### config.mk
export PLATFORM = sky130hd
export DESIGN_NAME = inst_fetch_queue
export DESIGN_NICKNAME = d
export VERILOG_FILES = /design/src/rtl/inst_fetch_queue.sv
export SDC_FILE = /design/constraint.sdc
export NUM_CORES = 1
export LEC_CHECK = 0
export CORE_MARGIN = 4
export CORE_UTILIZATION = 57
export CTS_BUF_LIST = sky130_fd_sc_hd__clkbuf_2 sky130_fd_sc_hd__clkbuf_4 sky130_fd_sc_hd__clkbuf_8
export DETAILED_ROUTE_END_ITERATION = 12
export PLACE_DENSITY = 0.88
export SLEW_MARGIN = 0
export SYNTH_ARGS = -nofsm -noshare
export SYNTH_HDL_FRONTEND = slang
export SYNTH_SLANG_ARGS = --single-unit
### constraint.sdc
create_clock -name clk -period 3.2 [get_ports clk]
set_input_delay 0.48 -clock clk [delete_from_list [all_inputs] [get_ports clk]]
set_output_delay 0.48 -clock clk [all_outputs]
set_load 0.02 [all_outputs]
### src/rtl/inst_fetch_queue.sv
// Instruction fetch front-end. It issues word-aligned fetches to a 1-cycle
// synchronous instruction memory and buffers the returned words in a
// show-ahead prefetch FIFO. The CPU consumes instruction/PC pairs over a
// valid/ready handshake and can redirect fetch on taken branches or jumps.
module inst_fetch_queue #(
  parameter int unsigned DEPTH    = 4,
  parameter logic [31:0] RESET_PC = 32'h0000_0000
) (
  input  logic                     clk,
  input  logic                     rst_n,
  input  logic                     redirect,
  input  logic [31:0]              redirect_pc,
  output logic                     imem_req,
  output logic [31:0]              imem_addr,
  input  logic                     imem_rvalid,
  input  logic [31:0]              imem_rdata,
  output logic                     inst_valid,
  output logic [31:0]              inst_data,
  output logic [31:0]              inst_pc,
  input  logic                     inst_ready,
  output logic [$clog2(DEPTH):0]   queue_count
);

  localparam int unsigned XLEN = 32;
  localparam int unsigned AW   = $clog2(DEPTH);
  localparam int unsigned CW   = AW + 1;
  localparam int unsigned CRW  = CW + 1;

  // One FIFO slot: fetched word plus the address it came from.
  typedef struct packed {
    logic [XLEN-1:0] data;
    logic [XLEN-1:0] pc;
  } entry_t;

  // Control state
  logic            run_q;
  logic            inflight_q;
  logic [XLEN-1:0] fetch_pc_q, fetch_pc_d;
  logic [XLEN-1:0] req_pc_q,   req_pc_d;

  // FIFO state
  entry_t          mem_q [DEPTH];
  logic [AW-1:0]   wr_ptr_q, wr_ptr_d;
  logic [AW-1:0]   rd_ptr_q, rd_ptr_d;
  logic [CW-1:0]   count_q,  count_d;

  // Internal handshake strobes
  logic            credit_ok;
  logic            push;
  logic            pop;
  logic [XLEN-1:0] redirect_tgt;
  entry_t          head;
  entry_t          push_entry;

  // Request gating, response acceptance and head presentation.
  always_comb begin
    credit_ok    = ({1'b0, count_q} + CRW'(inflight_q)) < CRW'(DEPTH);
    redirect_tgt = redirect_pc & 32'hFFFF_FFFC;
    imem_req     = run_q && !redirect && credit_ok;
    imem_addr    = fetch_pc_q;
    // Only a response to a request we actually issued is accepted; this
    // drops stale returns that straddle a reset.
    push         = imem_rvalid && inflight_q && !redirect;
    inst_valid   = (count_q != '0);
    pop          = inst_valid && inst_ready && !redirect;
    head         = mem_q[rd_ptr_q];
    inst_data    = inst_valid ? head.data : '0;
    inst_pc      = inst_valid ? head.pc   : '0;
    queue_count  = count_q;
    push_entry   = '{data: imem_rdata, pc: req_pc_q};
  end

  // Next-state for fetch PC, request PC capture and FIFO pointers.
  always_comb begin
    fetch_pc_d = fetch_pc_q;
    req_pc_d   = req_pc_q;
    wr_ptr_d   = wr_ptr_q;
    rd_ptr_d   = rd_ptr_q;
    count_d    = count_q;

    if (imem_req) begin
      req_pc_d = fetch_pc_q;
    end

    if (redirect) begin
      // Redirect wins over every other update: flush and retarget.
      fetch_pc_d = redirect_tgt;
      wr_ptr_d   = '0;
      rd_ptr_d   = '0;
      count_d    = '0;
    end else begin
      if (imem_req) begin
        fetch_pc_d = fetch_pc_q + XLEN'(4);
      end
      if (push) begin
        wr_ptr_d = wr_ptr_q + AW'(1);
      end
      if (pop) begin
        rd_ptr_d = rd_ptr_q + AW'(1);
      end
      unique case ({push, pop})
        2'b10:   count_d = count_q + CW'(1);
        2'b01:   count_d = count_q - CW'(1);
        default: count_d = count_q;
      endcase
    end
  end

  // Control and pointer registers with asynchronous reset.
  always_ff @(posedge clk or negedge rst_n) begin
    if (!rst_n) begin
      run_q      <= 1'b0;
      inflight_q <= 1'b0;
      fetch_pc_q <= RESET_PC;
      req_pc_q   <= RESET_PC;
      wr_ptr_q   <= '0;
      rd_ptr_q   <= '0;
      count_q    <= '0;
    end else begin
      run_q      <= 1'b1;
      inflight_q <= imem_req;
      fetch_pc_q <= fetch_pc_d;
      req_pc_q   <= req_pc_d;
      wr_ptr_q   <= wr_ptr_d;
      rd_ptr_q   <= rd_ptr_d;
      count_q    <= count_d;
    end
  end

  // FIFO storage; contents are masked at the outputs while empty, so no reset.
  always_ff @(posedge clk) begin
    if (push) begin
      mem_q[wr_ptr_q] <= push_entry;
    end
  end

endmodule

==> run metrics <==
vias in the first global route 8006; post-synthesis mux area share between 10% and 20%; setup_tns 0 ns; core area approximately 22000 um^2; #FFs+latches synth ~320; clk slew on worst S/H paths ~0.06 ns; CTS root buf clkbuf_8; hold crit path type in2reg; via count about 7600; largest net degree at the start of global routing 55; most common cell after layout, fill and taps aside edfxtp_1; Final Max Tran Viols 0; fin crit share between 90 and 100%; Worst-Margin Slew roughly 0.74 ns; area grow syn2layout 23.7%; Synth area leader edfxtp_1; Syn Area/Cell between 15 and 20 um^2; Synth Area in Simple Gates a little under an eighth; Cells after Synth just under 800; crit path DAT 2.61 ns; worst skew pair latency about 0.55 ns; CP Max Fanout 24; Setup WS post-layout around 0.11 ns; placed cell count between 1000 and 1500; Die X roughly 160 um; count of buffers from port buffering approximately 160; die height about 160 um; Ports between 150 and 200; Fin. Hold Viols 0; total CTS buffers 49; Total Routing Usage GR 22.1%; most frequent cells in the layout edfxtp_1 (248), clkdlybuf4s50_1 (160), nand2_1 (122), dfrtp_1 (67), and2_1 (63); Clock Tree Buf Depth 3; Worst slew margin approximately 51%; Synth area leaders edfxtp_1 (58%), dfrtp_1 (13%), mux4_2 (11%); final cell count without fillers 1295; Initial Util 58.3%; Max Clk Rate roughly 320 MHz; fin util between 70% and 80%; fin nets 1057; Synth top area share 58.0%; layout cells sized above 1 17.3%; Req. time, crit path around 2.7 ns; largest stage delay on the critical path between 0.5 and 0.6 ns; Synth Cell Area about 13000 um^2; crit path kind reg2out; fin crit period 3.09 ns; power per cell area approximately 750 nW/um^2; Pre-antenna DRT Iters 5; Slowest-stage cell, CP clkdlybuf4s50_1; Antenna Cells 0; initial antenna violation count 0; Post-Synth Adder-Cell Area less than 1%; XOR/XNOR Fraction of Synth Area less than 1%; yosys warns 0; row count between 50 and 60; DRC 0; first-pass GRT wire length between 40 and 50 mm; clock skew between 0.015 and 0.02 ns; die area 25000 um^2; Sink Count about 320; final setup violation count 0; Final Hold Slack 0.248 ns; Netlist cell types 47; register area share after synthesis 71.4%; CP endpoint kind primary output; dpl hpwl between 15 and 20 mm; routed vias/inst roughly 5.9; Lkg Pwr about 0.0056 uW; Synth Area in Compound Gates 3.27%; RSZ-0062 raised after global routing false; H-tree Lvls 2; grt ovf 0; final RePlAce weighted congestion 0.873; DRT iter0 DRCs a little under 600; Critical Path, Cell by Cell buf_12 -> mux4_2 -> and2_1 -> clkdlybuf4s50_1; WL per Instance between 20 and 25 um; ANT nets after route 0; largest family of logic cells by synthesized area simple AND/OR/NAND/NOR gates; pre-CTS WS ~0.5 ns; Startpoint Class flop; worst vdd ir approximately 0.56 mV; final wirelength 26.8 mm; outcome finished clean; TritonCTS clock tree yes; Max Cap Violations 0
[kinds of logic (layout without fill, tap and decap cells)]
family / Yosys count / after routing
adder cells (fa/ha/maj): 6 / 6
AND/OR/NAND/NOR: 281 / 281
AO/OA/AOI/OAI: 61 / 61
buffers and inverters: 51 / 274
XOR/XNOR: 7 / 7
multiplexers: 64 / 64
other: 2 / 5
flip-flops: 317 / 317
[flip-flops by register name, summed over array words and instances, names as in the netlist]
name / flops
queue_count: 3
inflight_q: 1
mem_q: 248
wr_ptr_q: 2
req_pc_q: 30
run_q: 1
imem_addr: 30
rd_ptr_q: 2
[cells in the mapped netlist (all sizes together)]
library cell and instances:
a2111oi 1, a21o 2, a21oi 10, a221o 8, a22oi 1, a311o 1, a31oi 1, a32oi 1
a41oi 1, and2 67, and3 3, and4 2, buf 20, clkbuf 24, conb 2, dfrtp 69
edfxtp 248, fa 1, ha 5, inv 7, mux2i 2, mux4 62, nand2 123, nand2b 2
nand3 21, nand3b 3, nand4 10, nor2 19, nor2b 8, nor3 6, nor3b 7, nor4 3
o211ai 8, o21ai 19, o21bai 1, o311ai 7, or3 1, or4 6, xnor2 4, xor2 3
[final timing paths]
path | to | slack [ns] | depth (start not counted) | from
worst max-delay path | inst_pc[17] | 0.11 | 4 | rd_ptr_q[0]$_DFFE_PN0P_
min in group asynchronous | imem_addr[28]$_DFFE_PN0P_ | 0.52 | 2 | rst_n
worst max register to register | queue_count[2]$_DFFE_PN0P_ | 0.69 | 7 | queue_count[0]$_DFFE_PN0P_
worst min-delay path | wr_ptr_q[1]$_DFFE_PN0P_ | 0.25 | 2 | redirect
max in group asynchronous | req_pc_q[16]$_DFFE_PN0P_ | 1.99 | 3 | rst_n
worst min register to register | mem_q[0][21]$_DFFE_PP_ | 0.52 | 0 | req_pc_q[21]$_DFFE_PN0P_
[where the power goes]
group	leakage, uW	total [uW]	switching [uW]	internal, uW
clock	0.000511	3240	1420	1830
combinational	0.00200	3440	1720	1720
sequential	0.00310	5190	348	4840
total	0.00561	11900	3490	8380
[metal layers]
| layer | global-route usage, % | vias up | share of wire, % |
|---|---|---|---|
| met5 | 0 | - | 0 |
| met1 | 30.1 | 3770 | 41 |
| met4 | 8.00 | 0 | 3.0 |
| met3 | 4.57 | 63 | 7.8 |
| li1 | - | 3399 | - |
| met2 | 36.0 | 353 | 48 |
[worst max-delay path, delay by kind of cell (launching register included)]
| family | cells | cell delay (ns) |
|---|---|---|
| multiplexers | 1 | 0.53 |
| flip-flops | 1 | 0.49 |
| buffers and inverters | 2 | 0.79 |
| AND/OR/NAND/NOR | 1 | 0.21 |
[metrics by stage]
step,cell area [um^2],power (uW)
after global placement,14900,8610
final,15900,11900
after floorplan,12900,7130
after detailed placement,14900,8710
after global routing,15900,12500
after CTS,15900,12000
[final cells by class]
cell class,count,area (um^2)
Clock buffer,74,881
Sequential cell,317,9180
Tap cell,280,350
Timing Repair Buffer,183,1900
Fill cell,1345,6140
Multi-Input combinational cell,424,3480
Clock inverter,10,71.3
Inverter,7,26.3
[repair_timing]
item	4_1_cts	5_1_grt
gates resized for setup	2	1
hold buffers	1	0
endpoints found under the hold margin	28	0
buffers inserted	2	0
endpoints found under the setup margin	52	1
No activity file was read; power rests on OpenSTA's default activity.
